--- config.mk ---
export PLATFORM = sky130hd
export DESIGN_NAME = btn_input_ctrl
export DESIGN_NICKNAME = d
export VERILOG_FILES = /design/src/rtl/btn_input_ctrl.sv
export SDC_FILE = /design/constraint.sdc
export NUM_CORES = 1
export LEC_CHECK = 0
export CORE_UTILIZATION = 60
export CTS_CLUSTER_SIZE = 25
export DETAILED_ROUTE_END_ITERATION = 8
export GPL_TIMING_DRIVEN = 1
export PLACE_DENSITY_LB_ADDON = 0.2
export SETUP_SLACK_MARGIN = 0.5
export SLEW_MARGIN = 20
export SYNTH_ARGS = -nofsm -noshare
export SYNTH_HDL_FRONTEND = slang
export SYNTH_SLANG_ARGS = --single-unit
--- constraint.sdc ---
create_clock -name clk -period 3.5 [get_ports clk]
set_clock_uncertainty 0.05 [all_clocks]
set_input_delay 0.875 -clock clk [delete_from_list [all_inputs] [get_ports clk]]
set_output_delay 0.875 -clock clk [all_outputs]
set_load 0.005 [all_outputs]
--- src/rtl/btn_input_ctrl.sv ---
// Debounced button front end: per-button synchronizer and debounce counter,
// press/release event flags, and a first-word-fall-through event queue.
module btn_input_ctrl #(
  parameter int BUTTONS         = 3,
  parameter int DEBOUNCE_CYCLES = 120000,
  parameter bit ACTIVE_LOW      = 1'b1,
  parameter int FIFO_DEPTH      = 4
) (
  input  logic               clk,
  input  logic               rst,
  input  logic [BUTTONS-1:0] btn,
  output logic [BUTTONS-1:0] btn_state,
  output logic               evt_valid,
  output logic [3:0]         evt_code,
  input  logic               evt_ready,
  output logic               evt_overflow,
  input  logic               ovf_clr
);

  localparam int CW   = $clog2(DEBOUNCE_CYCLES);
  localparam int AW   = (FIFO_DEPTH > 1) ? $clog2(FIFO_DEPTH) : 1;
  localparam int CNTW = AW + 1;
  localparam logic [BUTTONS-1:0] IDLE_PAD = {BUTTONS{ACTIVE_LOW}};
  localparam logic [CW-1:0]      CNT_MAX  = CW'(DEBOUNCE_CYCLES - 1);
  localparam logic [CNTW-1:0]    FULL_CNT = CNTW'(FIFO_DEPTH);

  logic [BUTTONS-1:0] sync1_q, sync2_q, level;
  logic [BUTTONS-1:0] state_q, state_d;
  logic [CW-1:0]      cnt_q [BUTTONS];
  logic [CW-1:0]      cnt_d [BUTTONS];
  logic [BUTTONS-1:0] press_pend_q, press_pend_d, rel_pend_q, rel_pend_d;
  logic [BUTTONS-1:0] press_clr, rel_clr;
  logic               arb_req;
  logic [3:0]         arb_code;
  logic [3:0]         mem_q [FIFO_DEPTH];
  logic [AW-1:0]      wr_ptr_q, wr_ptr_d, rd_ptr_q, rd_ptr_d;
  logic [CNTW-1:0]    count_q, count_d;
  logic               ovf_q, ovf_d;
  logic               full, push, pop;

  // Sync flops hold raw pad levels; inversion afterwards gives pressed=1.
  assign level = sync2_q ^ {BUTTONS{ACTIVE_LOW}};

  always_comb begin
    // NOTE: every output of a combinational block gets a default first so no latch is inferred.
    state_d = state_q;
    for (int i = 0; i < BUTTONS; i++) begin
      cnt_d[i] = '0;
      if (level[i] != state_q[i]) begin
        if (cnt_q[i] == CNT_MAX) state_d[i] = level[i];
        else                     cnt_d[i]   = cnt_q[i] + CW'(1);
      end
    end
  end

  // Lowest index wins; press outranks release on the same button.
  always_comb begin
    arb_req   = 1'b0;
    arb_code  = 4'h0;
    press_clr = '0;
    rel_clr   = '0;
    for (int i = 0; i < BUTTONS; i++) begin
      if (!arb_req) begin
        if (press_pend_q[i]) begin
          arb_req      = 1'b1;
          arb_code     = {1'b0, 3'(i)};
          press_clr[i] = 1'b1;
        end else if (rel_pend_q[i]) begin
          arb_req    = 1'b1;
          arb_code   = {1'b1, 3'(i)};
          rel_clr[i] = 1'b1;
        end
      end
    end
  end

  // A new edge on a flag being cleared this cycle keeps it set.
  assign press_pend_d = (press_pend_q & ~press_clr) | (state_d & ~state_q);
  assign rel_pend_d   = (rel_pend_q & ~rel_clr)     | (~state_d & state_q);

  assign full      = (count_q == FULL_CNT);
  assign evt_valid = (count_q != '0);
  assign pop       = evt_valid && evt_ready;
  assign push      = arb_req && (!full || pop);

  always_comb begin
    count_d  = count_q;
    wr_ptr_d = push ? wr_ptr_q + AW'(1) : wr_ptr_q;
    rd_ptr_d = pop  ? rd_ptr_q + AW'(1) : rd_ptr_q;
    case ({push, pop})
      2'b10:   count_d = count_q + CNTW'(1);
      2'b01:   count_d = count_q - CNTW'(1);
      default: count_d = count_q;
    endcase
    if (arb_req && !push) ovf_d = 1'b1;
    else if (ovf_clr)     ovf_d = 1'b0;
    else                  ovf_d = ovf_q;
  end

  always_ff @(posedge clk) begin
    // NOTE: sequential state uses non-blocking assignments only.
    if (rst) begin
      sync1_q      <= IDLE_PAD;
      sync2_q      <= IDLE_PAD;
      state_q      <= '0;
      for (int i = 0; i < BUTTONS; i++) cnt_q[i] <= '0;
      press_pend_q <= '0;
      rel_pend_q   <= '0;
      wr_ptr_q     <= '0;
      rd_ptr_q     <= '0;
      count_q      <= '0;
      ovf_q        <= 1'b0;
    end else begin
      sync1_q      <= btn;
      sync2_q      <= sync1_q;
      state_q      <= state_d;
      for (int i = 0; i < BUTTONS; i++) cnt_q[i] <= cnt_d[i];
      press_pend_q <= press_pend_d;
      rel_pend_q   <= rel_pend_d;
      wr_ptr_q     <= wr_ptr_d;
      rd_ptr_q     <= rd_ptr_d;
      count_q      <= count_d;
      ovf_q        <= ovf_d;
    end
  end

  // NOTE: queue storage is not reset; stale entries are unreachable once count is 0.
  always_ff @(posedge clk) begin
    if (push) mem_q[wr_ptr_q] <= arb_code;
  end

  assign btn_state    = state_q;
  assign evt_code     = evt_valid ? mem_q[rd_ptr_q] : 4'h0;
  assign evt_overflow = ovf_q;

endmodule

==> metrics.txt, run 1 <==
# TYPE chip_impl_metric gauge
chip_impl_info{name="status",value="finished clean"} 1
chip_impl_metric{name="r2r_setup_slack",unit="ns"} 0.87
chip_impl_metric{name="clockBufferDepth",unit=""} 2
chip_impl_metric{name="boundaryPins",unit=""} 16
chip_impl_metric{name="synth_area_per_cell",unit="sq um"} 9.31
chip_impl_metric{name="power_leakage",unit="uW"} 0.00130
chip_impl_metric{name="clk_transition_reported_paths",unit="ns"} 0.09
chip_impl_metric{name="holdPathStages",unit=""} 1
chip_impl_metric{name="postCtsResizedCells",unit=""} 0
chip_impl_metric{name="initial_utilization",unit=""} 0.618
chip_impl_metric{name="post-route-min-period",unit="ns"} 2.81
chip_impl_info{name="cts-root-buf",value="clkbuf_8"} 1
chip_impl_metric{name="timing.critical_path.arrival",unit="ns"} 1.88
chip_impl_metric{name="synth_compound_area_frac",unit=""} 0.0571
chip_impl_info{name="criticalPathCategory",value="reg2out"} 1
chip_impl_metric{name="post_drt_via_cell_ratio",unit=""} 5.68
chip_impl_metric{name="hold_viol",unit=""} 0
chip_impl_metric{name="instances_no_fill",unit=""} 517
chip_impl_info{name="tritoncts",value="yes"} 1
chip_impl_metric{name="multiplexer_share_of_the_synthesized_area",unit=""} 0.0199
chip_impl_metric{name="layout-area-overhead-vs-synth",unit="%"} 10.5
chip_impl_metric{name="vias_in_the_first_global_route",unit=""} 2651
chip_impl_info{name="hold_path_class",value="reg2reg"} 1
chip_impl_metric{name="insertedDiodeCount",unit=""} 0
chip_impl_metric{name="syn_nets",unit=""} 434
chip_impl_info{name="launch_instance_of_the_worst_min_delay_path",value="sync1_q[2]$_SDFF_PP1_"} 1
chip_impl_info{name="most_frequent_cells_in_the_layout",value="dfxtp_1 (76), nor2_1 (68), xnor2_1 (35)"} 1
chip_impl_metric{name="dp.cells",unit=""} 501
chip_impl_metric{name="timing.fmax",unit="MHz"} 356
chip_impl_metric{name="number_of_antenna_violations_at_the_first_check_in_global_routing",unit=""} 0
chip_impl_metric{name="post-cts-setup-buffers",unit=""} 0
chip_impl_metric{name="setup_tns",unit="ns"} 0
chip_impl_metric{name="synth-adder-area-share",unit=""} 0.0276
chip_impl_metric{name="pwr_density_cell",unit="nW/um^2"} 404
chip_impl_metric{name="timing_worst_slew_pin_value",unit="ns"} 0.875
chip_impl_info{name="synth_flop_cell",value="dfxtp_1"} 1
chip_impl_metric{name="first_pass_iters",unit=""} 4
chip_impl_metric{name="post_cts_hold_buffers",unit=""} 0
chip_impl_metric{name="final_antenna_net_count",unit=""} 0
chip_impl_metric{name="die_height",unit="um"} 82.7
chip_impl_metric{name="core",unit="sq um"} 6310
chip_impl_metric{name="htree_num_levels",unit=""} 3
chip_impl_metric{name="max_cap_violations",unit=""} 0
chip_impl_metric{name="synthSimpleGateAreaFrac",unit=""} 0.280
chip_impl_metric{name="globalRouteOverflowTotal",unit=""} 0
chip_impl_metric{name="final_layout_net_count",unit=""} 450
chip_impl_metric{name="io_buffer_count",unit=""} 14
chip_impl_metric{name="synth_warnings",unit=""} 0
chip_impl_metric{name="synth_cell_type_count",unit=""} 50
chip_impl_metric{name="tritoncts.num_buffers",unit=""} 9
chip_impl_metric{name="yosysSeqAreaShare",unit=""} 0.482
chip_impl_metric{name="place_congestion",unit=""} 0.786
chip_impl_metric{name="largest_net_degree_at_the_start_of_global_routing",unit=""} 19
chip_impl_metric{name="clock_insertion_delay_worst_skew",unit="ns"} 0.35
chip_impl_metric{name="drive_above_1_share",unit=""} 0.0818
chip_impl_info{name="min_delay_worst_endpoint",value="sync2_q[2]$_SDFF_PP1_"} 1
chip_impl_metric{name="placement_rows",unit=""} 29
chip_impl_metric{name="reg2regPathDepth",unit=""} 6
chip_impl_metric{name="setup_viol",unit=""} 0
chip_impl_metric{name="wl_per_cell",unit="um"} 13.2
chip_impl_info{name="largest_family_of_logic_cells_by_synthesized_area",value="simple AND/OR/NAND/NOR gates"} 1
chip_impl_metric{name="dr.first_iter.drc_count",unit=""} 92
chip_impl_metric{name="final_max_slew_viol_count",unit=""} 0
chip_impl_metric{name="grt_pass1_wl",unit="mm"} 11.2
chip_impl_metric{name="synth-xor-area-share",unit=""} 0.108
chip_impl_metric{name="ys_ff_latch",unit=""} 88
chip_impl_metric{name="die_area",unit="sq um"} 6830
chip_impl_metric{name="dp_hpwl",unit="mm"} 4.80
chip_impl_metric{name="post-route-period-util",unit=""} 0.803
chip_impl_info{name="crit_chain",value="mux4_2, and2_1, clkdlybuf4s50_1"} 1
chip_impl_metric{name="drt-total-wl",unit="mm"} 6.83
chip_impl_info{name="final_common_cell",value="dfxtp_1"} 1
chip_impl_metric{name="synth_instances",unit=""} 419
chip_impl_info{name="start_kind",value="flip-flop"} 1
chip_impl_metric{name="worstPathMaxFanout",unit=""} 3
chip_impl_metric{name="worst_ir_drop_vdd",unit="V"} 0.000288
chip_impl_metric{name="chip_width",unit="um"} 82.7
chip_impl_info{name="synthTopCellsByArea",value="dfxtp_1 (39%), edfxtp_1 (9.2%), xnor2_1 (7.9%)"} 1
chip_impl_metric{name="max_stage_delay",unit="ns"} 0.52
chip_impl_info{name="rsz0062_at_grt",value="false"} 1
chip_impl_info{name="endpoint_type_of_the_worst_setup_path",value="primary output"} 1
chip_impl_metric{name="slew-limit-headroom",unit=""} 0.411
chip_impl_metric{name="total_via_count_after_detailed_routing",unit=""} 2939
chip_impl_info{name="critPathSlowestCell",value="mux4_2"} 1
chip_impl_info{name="yosysTopAreaCell",value="dfxtp_1"} 1
chip_impl_metric{name="data_required_time_of_the_critical_path",unit="ns"} 2.57
chip_impl_metric{name="cts.sinks",unit=""} 88
chip_impl_metric{name="synth-edff-count",unit=""} 12
chip_impl_metric{name="remaining_drc_errors",unit=""} 0
chip_impl_metric{name="post_synth_instance_area",unit="sq um"} 3900
chip_impl_metric{name="grt_use_total",unit=""} 0.215
chip_impl_metric{name="post-synth-top-area-fraction",unit=""} 0.390
chip_impl_info{name="startpoint_of_the_most_critical_register_to_register_path",value="press_pend_q[1]$_SDFF_PP0_"} 1
chip_impl_info{name="rr_endpoint",value="count_q[2]$_SDFFE_PP0P_"} 1
chip_impl_metric{name="synth_async_sr_flop_share",unit=""} 0
per-layer routing:
metal  up-vias  global-route usage  part of all wire
li1       1517                   -                 -
met1      1382               0.270              0.48
met2        34               0.360              0.48
met3         6              0.0495             0.027
met4         0              0.0793            0.0094
met5         -                   0                 0
critical path, delay by kind of cell, from the launching register on:
family                 cells  cell delay (ns)
multiplexers               1             0.52
flip-flops                 1             0.43
AND/OR/NAND/NOR            1             0.16
buffers and inverters      1             0.43
Yosys cell counts (2+ instances only):
| master | instances |
|---|---|
| a211oi_1 | 2 |
| a21oi_1 | 13 |
| a311oi_1 | 2 |
| and2_1 | 7 |
| and3_1 | 3 |
| and4_1 | 2 |
| clkbuf_1 | 8 |
| dfxtp_1 | 76 |
| edfxtp_1 | 12 |
| ha_1 | 7 |
| inv_1 | 13 |
| mux4_2 | 3 |
| nand2_1 | 20 |
| nand2b_1 | 3 |
| nand3_1 | 24 |
| nand3b_1 | 3 |
| nand4_1 | 13 |
| nor2_1 | 68 |
| nor2b_1 | 2 |
| nor3_1 | 13 |
| nor4_1 | 16 |
| nor4b_1 | 3 |
| o21ai_0 | 7 |
| o21ai_1 | 2 |
| o31ai_1 | 2 |
| or2_2 | 11 |
| or3_1 | 9 |
| or4_1 | 7 |
| xnor2_1 | 35 |
| xor2_1 | 13 |
final cells by class:
type | instances | area [sq um]
clock buffer | 9 | 124
clock inverter | 7 | 72.6
fill | 512 | 2000
inverter | 13 | 48.8
multi-input combinational | 307 | 1930
sequential | 88 | 1880
tap | 77 | 96.3
timing repair buffer | 16 | 155
cells by family after synthesis:
logic type                 Yosys count
adders and majority gates            8
xor gates and xnor gates            48
buffers and inverters               24
muxes                                4
other                                1
AOI/OAI and AO/OA                   36
and+or+nand+nor                    210
DFF                                 88
how the worst max path moves through the flow:
stage | start | to | slack (ns) | cells past startpoint
5_1_grt | flip-flop | evt_code[0] | 0.58 | 3
3_5_place_dp | rst | cnt_q[0][3]$_SDFF_PP0_ | 0.74 | 4
3_3_place_gp | rst | cnt_q[0][2]$_SDFF_PP0_ | 0.79 | 4
4_1_cts | flip-flop | evt_code[0] | 0.64 | 3
6_report | flip-flop | evt_code[0] | 0.69 | 3
2_1_floorplan | press_pend_q[1]$_SDFF_PP0_ | count_q[2]$_SDFFE_PP0P_ | 1.06 | 7
stage by stage:
step                 util  instance area, sq um  hold WS (ns)  setup slack [ns]  total power, uW
floorplan               -                  3900         0.339              1.06             1070
global placement    0.651                  4110         0.342             0.789             1080
detailed placement  0.651                  4110         0.346             0.738             1080
CTS                 0.682                  4300         0.359             0.641             1760
global route        0.683                  4310         0.358             0.576             1800
finish              0.683                  4310         0.362             0.691             1740
power by group:
group / internal (uW) / switching (uW)
registers: 1020 / 2.67
clock network: 330 / 357
logic: 12.3 / 15.3
flip-flops by register name, indices dropped and copies added, names as in the netlist, named ones only:
signal	count
btn_state	3
mem_q	12
wr_ptr_q	2
count_q	3
sync1_q	3
evt_overflow	1
press_pend_q	3
cnt_q	51
rel_pend_q	3
rd_ptr_q	2
sync2_q	3
Note: power is estimated with default switching activity, not from simulation.
==> run 2, diff against run 1 <==
Settings changed: CORE_UTILIZATION 60 to 54.
Clock period 3.5 ns to 2.36 ns, I/O delays scaled along.
==> run 2 against run 1 <==
Effect of this change:
- flip-flop and latch count stayed put
- non-clock buffer count is 29 higher
- combinational power is 94% higher
- first-iteration DRC count is 34% higher
- largest power group unchanged
- wire length is 7.6% higher
==> metrics.txt, run 2 (same netlist as run 1, synthesis figures left out) <==
# TYPE chip_impl_metric gauge
chip_impl_metric{name="grt_use_total",unit=""} 0.210
chip_impl_metric{name="chip_width",unit="um"} 87.0
chip_impl_info{name="worstSetupStartpoint",value="press_pend_q[1]$_SDFF_PP0_"} 1
chip_impl_metric{name="total_via_count_after_detailed_routing",unit=""} 3053
chip_impl_metric{name="worst_ir_drop_vdd",unit="V"} 0.000306
chip_impl_metric{name="remaining_drc_errors",unit=""} 0
chip_impl_info{name="tritoncts",value="yes"} 1
chip_impl_metric{name="dp_hpwl",unit="mm"} 4.89
chip_impl_metric{name="clockBufferDepth",unit=""} 2
chip_impl_metric{name="setup_tns",unit="ns"} 0
chip_impl_metric{name="wl_met2",unit="mm"} 3.52
chip_impl_metric{name="hold_viol",unit=""} 0
chip_impl_metric{name="final_max_slew_viol_count",unit=""} 0
chip_impl_metric{name="post-layout-total-power",unit="uW"} 2820
chip_impl_metric{name="insertedDiodeCount",unit=""} 0
chip_impl_metric{name="io_buffer_count",unit=""} 14
chip_impl_metric{name="clock_insertion_delay_worst_skew",unit="ns"} 0.35
chip_impl_metric{name="final.hold.worst_slack",unit="ns"} 0.364
chip_impl_metric{name="largest_reg_flops",unit=""} 51
chip_impl_metric{name="number_of_antenna_violations_at_the_first_check_in_global_routing",unit=""} 0
chip_impl_info{name="cts-root-buf",value="clkbuf_8"} 1
chip_impl_metric{name="cts.sinks",unit=""} 88
chip_impl_metric{name="drive_above_1_share",unit=""} 0.209
chip_impl_info{name="final_common_cell",value="nor2_1"} 1
chip_impl_metric{name="detailedPlace.worstSlack",unit="ns"} 0.00155
chip_impl_metric{name="worstPathMaxFanout",unit=""} 2
chip_impl_metric{name="place_congestion",unit=""} 0.838
chip_impl_info{name="most_frequent_cells_in_the_layout",value="nor2_1 (67), dfxtp_1 (62), xnor2_1 (35)"} 1
chip_impl_metric{name="placement_rows",unit=""} 30
chip_impl_metric{name="largest_net_degree_at_the_start_of_global_routing",unit=""} 32
chip_impl_metric{name="data_required_time_of_the_critical_path",unit="ns"} 2.54
chip_impl_info{name="endpoint_type_of_the_worst_setup_path",value="flip-flop"} 1
chip_impl_metric{name="tritoncts.num_buffers",unit=""} 9
chip_impl_metric{name="pwr_density_cell",unit="nW/um^2"} 592
chip_impl_metric{name="wl_met1",unit="mm"} 3.54
chip_impl_metric{name="max_cap_violations",unit=""} 0
chip_impl_info{name="criticalPathCategory",value="reg2reg"} 1
chip_impl_info{name="layout_top_registers",value="cnt_q (51), mem_q (12)"} 1
chip_impl_info{name="top_layer",value="met4"} 1
chip_impl_metric{name="layout-area-overhead-vs-synth",unit="%"} 22.0
chip_impl_metric{name="core",unit="sq um"} 6870
chip_impl_info{name="start_kind",value="flip-flop"} 1
chip_impl_metric{name="final_layout_net_count",unit=""} 479
chip_impl_info{name="hold_path_class",value="reg2reg"} 1
chip_impl_info{name="status",value="finished clean"} 1
chip_impl_metric{name="setup_viol",unit=""} 0
chip_impl_metric{name="first_pass_iters",unit=""} 4
chip_impl_info{name="launch_instance_of_the_worst_min_delay_path",value="sync1_q[2]$_SDFF_PP1_"} 1
chip_impl_metric{name="timing.final.ws_setup",unit="ns"} 0.124
chip_impl_metric{name="final_antenna_net_count",unit=""} 0
chip_impl_metric{name="wl_per_cell",unit="um"} 13.0
chip_impl_metric{name="grt_pass1_wl",unit="mm"} 12.4
chip_impl_metric{name="power_leakage",unit="uW"} 0.00157
chip_impl_metric{name="boundaryPins",unit=""} 16
chip_impl_metric{name="met3_length",unit="um"} 223
chip_impl_metric{name="vias_in_the_first_global_route",unit=""} 2812
chip_impl_metric{name="post-route-period-util",unit=""} 0.948
chip_impl_metric{name="die_area",unit="sq um"} 7570
chip_impl_info{name="startpoint_of_the_most_critical_register_to_register_path",value="press_pend_q[1]$_SDFF_PP0_"} 1
chip_impl_info{name="rsz0062_at_grt",value="true"} 1
chip_impl_metric{name="post_drt_via_cell_ratio",unit=""} 5.40
chip_impl_metric{name="clk_transition_reported_paths",unit="ns"} 0.09
chip_impl_metric{name="globalRouteOverflowTotal",unit=""} 0
chip_impl_metric{name="drt-total-wl",unit="mm"} 7.35
chip_impl_metric{name="die_height",unit="um"} 87.0
chip_impl_metric{name="dr.first_iter.drc_count",unit=""} 123
chip_impl_metric{name="initial_utilization",unit=""} 0.568
chip_impl_metric{name="post-route-min-period",unit="ns"} 2.24
chip_impl_info{name="max_flop_register",value="cnt_q"} 1
chip_impl_metric{name="timing.critical_path.arrival",unit="ns"} 2.41
chip_impl_metric{name="htree_num_levels",unit=""} 3
chip_impl_metric{name="timing.fmax",unit="MHz"} 447
run 2: cell count changes in the layout (fill, tap and decap cells not counted), sizes merged:
cell           delta
clkinvlp          +2
clkinv            -4
clkdlybuf4s50     -8
dlymetal6s2s      +4
bufinv            +2
buf              +33
run 2: power by group:
| part | switching (uW) | internal (uW) |
|---|---|---|
| registers | 4.20 | 1510 |
| logic | 26.0 | 27.6 |
| clock network | 549 | 703 |
| total | 580 | 2240 |
run 2: routing by layer:
layer,vias up,track usage
li1,1565,-
met1,1428,0.273
met2,50,0.342
met3,10,0.0398
met4,0,0.0879
met5,-,0
run 2: stage by stage:
step                       util  cells  cell area (sq um)
final                     0.693    565               4760
after global routing      0.693    565               4760
after CTS                 0.683    560               4690
after detailed placement  0.621    532               4260
after global placement    0.621    532               4260
after floorplan               -    419               3950
run 2: path summary, 6_finish.rpt:
kind | slack (ns) | end | cells after the start
min | 0.36 | sync2_q[2]$_SDFF_PP1_ | 1
min reg2reg | 0.36 | sync2_q[2]$_SDFF_PP1_ | 1
max | 0.12 | count_q[1]$_SDFFE_PP0P_ | 7
max reg2reg | 0.12 | count_q[1]$_SDFFE_PP0P_ | 7
run 2: timing repair:
| item | 4_1_cts | 5_1_grt |
|---|---|---|
| pin swaps | 10 | 6 |
| hold buffers | 0 | 0 |
| endpoints found under the setup margin | 45 | 46 |
| gates resized for setup | 49 | 9 |
| buffers inserted | 12 | 5 |
run 2: area by class of cell:
type / count / area [sq um]
clock buffer: 9 / 124
clock inverter: 7 / 120
fill: 518 / 2110
inverter: 13 / 48.8
multi-input combinational: 307 / 2030
sequential: 88 / 1920
tap: 96 / 120
timing repair buffer: 45 / 402
run 2: critical path: stages, from the launching register on:
cell      delay, ns
dfxtp_4        0.35
or4_4          0.53
nor2_4         0.12
nand3_2        0.09
fa_2           0.53
a31oi_1        0.04
a311oi_1       0.31
a311oi_1       0.08
==> run 3, diff against run 2 <==
Settings changed: PLACE_DENSITY from default to 0.74, PLACE_DENSITY_LB_ADDON 0.2 to default.
==> run 3 against run 2 <==
Effect of this change:
- global-route usage decreased by 0.33 points
- cell area shrank 1.6%
- first-iteration DRC count fell by 4.9%
- sequential share of layout area increased by 0.61 points
- clock-buffer cell count did not move
- sequential power about the same
- flip-flop and latch count did not move
- critical path depth decreased by 3
- clock power down 27%
- wire length fell by 1.4%
- largest cell class unchanged
- highest routed layer unchanged
==> metrics.txt, run 3 (same netlist as run 1, synthesis figures left out) <==
# TYPE chip_impl_metric gauge
chip_impl_info{name="status",value="finished clean"} 1
chip_impl_info{name="most_frequent_cells_in_the_layout",value="nor2_1 (67), dfxtp_1 (63), xnor2_1 (35)"} 1
chip_impl_metric{name="place_congestion",unit=""} 0.857
chip_impl_metric{name="power_leakage",unit="uW"} 0.00153
chip_impl_info{name="max_flop_register",value="cnt_q"} 1
chip_impl_metric{name="total_via_count_after_detailed_routing",unit=""} 3016
chip_impl_metric{name="remaining_drc_errors",unit=""} 0
chip_impl_metric{name="vias_in_the_first_global_route",unit=""} 2736
chip_impl_info{name="final_common_cell",value="nor2_1"} 1
chip_impl_metric{name="post-route-min-period",unit="ns"} 2.24
chip_impl_metric{name="nFillCells",unit=""} 561
chip_impl_metric{name="initial_utilization",unit=""} 0.568
chip_impl_metric{name="final_antenna_net_count",unit=""} 0
chip_impl_metric{name="max_cap_violations",unit=""} 0
chip_impl_metric{name="post_drt_via_cell_ratio",unit=""} 5.35
chip_impl_metric{name="number_of_antenna_violations_at_the_first_check_in_global_routing",unit=""} 0
chip_impl_metric{name="timing.critical_path.arrival",unit="ns"} 1.60
chip_impl_metric{name="worstPathMaxFanout",unit=""} 3
chip_impl_metric{name="dp_hpwl",unit="mm"} 4.77
chip_impl_metric{name="final.hold.worst_slack",unit="ns"} 0.362
chip_impl_metric{name="placement_rows",unit=""} 30
chip_impl_metric{name="clk_transition_reported_paths",unit="ns"} 0.09
chip_impl_metric{name="largest_reg_flops",unit=""} 51
chip_impl_metric{name="detailedPlace.worstSlack",unit="ns"} 0.0165
chip_impl_metric{name="die_height",unit="um"} 87.0
chip_impl_metric{name="pwr_density_cell",unit="nW/um^2"} 529
chip_impl_metric{name="worst_ir_drop_vdd",unit="V"} 0.000326
chip_impl_metric{name="first_pass_iters",unit=""} 4
chip_impl_metric{name="drt-total-wl",unit="mm"} 7.24
chip_impl_metric{name="htree_num_levels",unit=""} 3
chip_impl_metric{name="final_max_slew_viol_count",unit=""} 0
chip_impl_info{name="start_kind",value="flip-flop"} 1
chip_impl_metric{name="setup_viol",unit=""} 0
chip_impl_metric{name="dr.first_iter.drc_count",unit=""} 117
chip_impl_metric{name="grt_use_total",unit=""} 0.206
chip_impl_metric{name="timing.final.ws_setup",unit="ns"} 0.125
chip_impl_metric{name="core",unit="sq um"} 6870
chip_impl_metric{name="insertedDiodeCount",unit=""} 0
chip_impl_metric{name="clockBufferDepth",unit=""} 2
chip_impl_info{name="critPathSlowestCell",value="mux4_2"} 1
chip_impl_metric{name="globalRouteOverflowTotal",unit=""} 0
chip_impl_metric{name="post_cts_hold_buffers",unit=""} 0
chip_impl_metric{name="clock_insertion_delay_worst_skew",unit="ns"} 0.36
chip_impl_info{name="crit_chain",value="buf_6, mux4_2, and2_1, buf_2"} 1
chip_impl_metric{name="max_stage_delay",unit="ns"} 0.48
chip_impl_metric{name="cts.sinks",unit=""} 88
chip_impl_metric{name="largest_net_degree_at_the_start_of_global_routing",unit=""} 24
chip_impl_metric{name="timing.fmax",unit="MHz"} 447
chip_impl_info{name="tritoncts",value="yes"} 1
chip_impl_metric{name="wl_per_cell",unit="um"} 12.8
chip_impl_info{name="criticalPathCategory",value="reg2out"} 1
chip_impl_metric{name="grt_pass1_wl",unit="mm"} 12.1
chip_impl_metric{name="final_layout_net_count",unit=""} 478
chip_impl_metric{name="chip_width",unit="um"} 87.0
chip_impl_metric{name="die_area",unit="sq um"} 7570
chip_impl_info{name="layout_top_registers",value="cnt_q (51), mem_q (12)"} 1
chip_impl_metric{name="post-route-period-util",unit=""} 0.947
chip_impl_metric{name="drive_above_1_share",unit=""} 0.207
chip_impl_info{name="endpoint_type_of_the_worst_setup_path",value="primary output"} 1
chip_impl_info{name="hold_path_class",value="reg2reg"} 1
chip_impl_metric{name="setup_tns",unit="ns"} 0
chip_impl_info{name="cts-root-buf",value="clkbuf_8"} 1
chip_impl_info{name="rsz0062_at_grt",value="true"} 1
chip_impl_metric{name="layout-area-overhead-vs-synth",unit="%"} 20.1
chip_impl_metric{name="hold_viol",unit=""} 0
chip_impl_metric{name="tritoncts.num_buffers",unit=""} 9
chip_impl_metric{name="boundaryPins",unit=""} 16
chip_impl_metric{name="io_buffer_count",unit=""} 14
chip_impl_metric{name="data_required_time_of_the_critical_path",unit="ns"} 1.72
run 3: cell type report:
type / count / area [sq um] / share of cell area
Inverter: 13 / 48.8 / 0.0104
Multi-Input combinational cell: 307 / 2040 / 0.436
Clock buffer: 9 / 124 / 0.0264
Timing Repair Buffer: 44 / 388 / 0.0828
Sequential cell: 88 / 1920 / 0.409
Clock inverter: 7 / 47.5 / 0.0101
Tap cell: 96 / 120 / 0.0256
run 3: critical path, delay by kind of cell (launching register included):
kind,cells,cell delay [ns]
AND/OR/NAND/NOR,1,0.16
multiplexers,1,0.48
buffers and inverters,2,0.22
flip-flops,1,0.38
run 3: path summary, 6_finish.rpt:
path | start | to | slack (ns) | cells after the start
setup / recovery | flip-flop | evt_code[1] | 0.12 | 4
hold / removal | sync1_q[0]$_SDFF_PP1_ | sync2_q[0]$_SDFF_PP1_ | 0.36 | 1
setup reg to reg | rel_pend_q[0]$_SDFF_PP0_ | count_q[1]$_SDFFE_PP0P_ | 0.17 | 7
hold reg to reg | sync1_q[0]$_SDFF_PP1_ | sync2_q[0]$_SDFF_PP1_ | 0.36 | 1
run 3: per-layer routing:
metal | GRT usage | part of all wire | wire length [um] | vias to the layer above
met1 | 0.259 | 0.48 | 3480 | 1400
li1 | - | - | - | 1564
met4 | 0.0803 | 0.016 | 115 | 0
met5 | 0 | 0 | 0 | -
met3 | 0.0521 | 0.027 | 195 | 11
met2 | 0.341 | 0.48 | 3460 | 41
run 3: what timing repair did:
action / 4_1_cts / 5_1_grt
buffers inserted: 13 / 5
pin swaps: 10 / 1
endpoints found under the hold margin: 0 / 0
gates resized for setup: 50 / 11
setup endpoints to repair: 45 / 15
run 3: through the flow:
| step | cells | instance area (sq um) | total power, uW | utilization |
|---|---|---|---|---|
| final | 564 | 4690 | 2480 | 0.682 |
| after global routing | 564 | 4690 | 2580 | 0.682 |
| after CTS | 559 | 4610 | 2510 | 0.671 |
| after global placement | 530 | 4240 | 1600 | 0.617 |
| after detailed placement | 530 | 4240 | 1600 | 0.617 |
| after floorplan | 419 | 3950 | 1580 | - |
run 3: report_power, final:
part	switching, uW	total, uW	internal, uW
combinational	25.6	50.4	24.8
sequential	4.40	1510	1510
clock	535	917	382
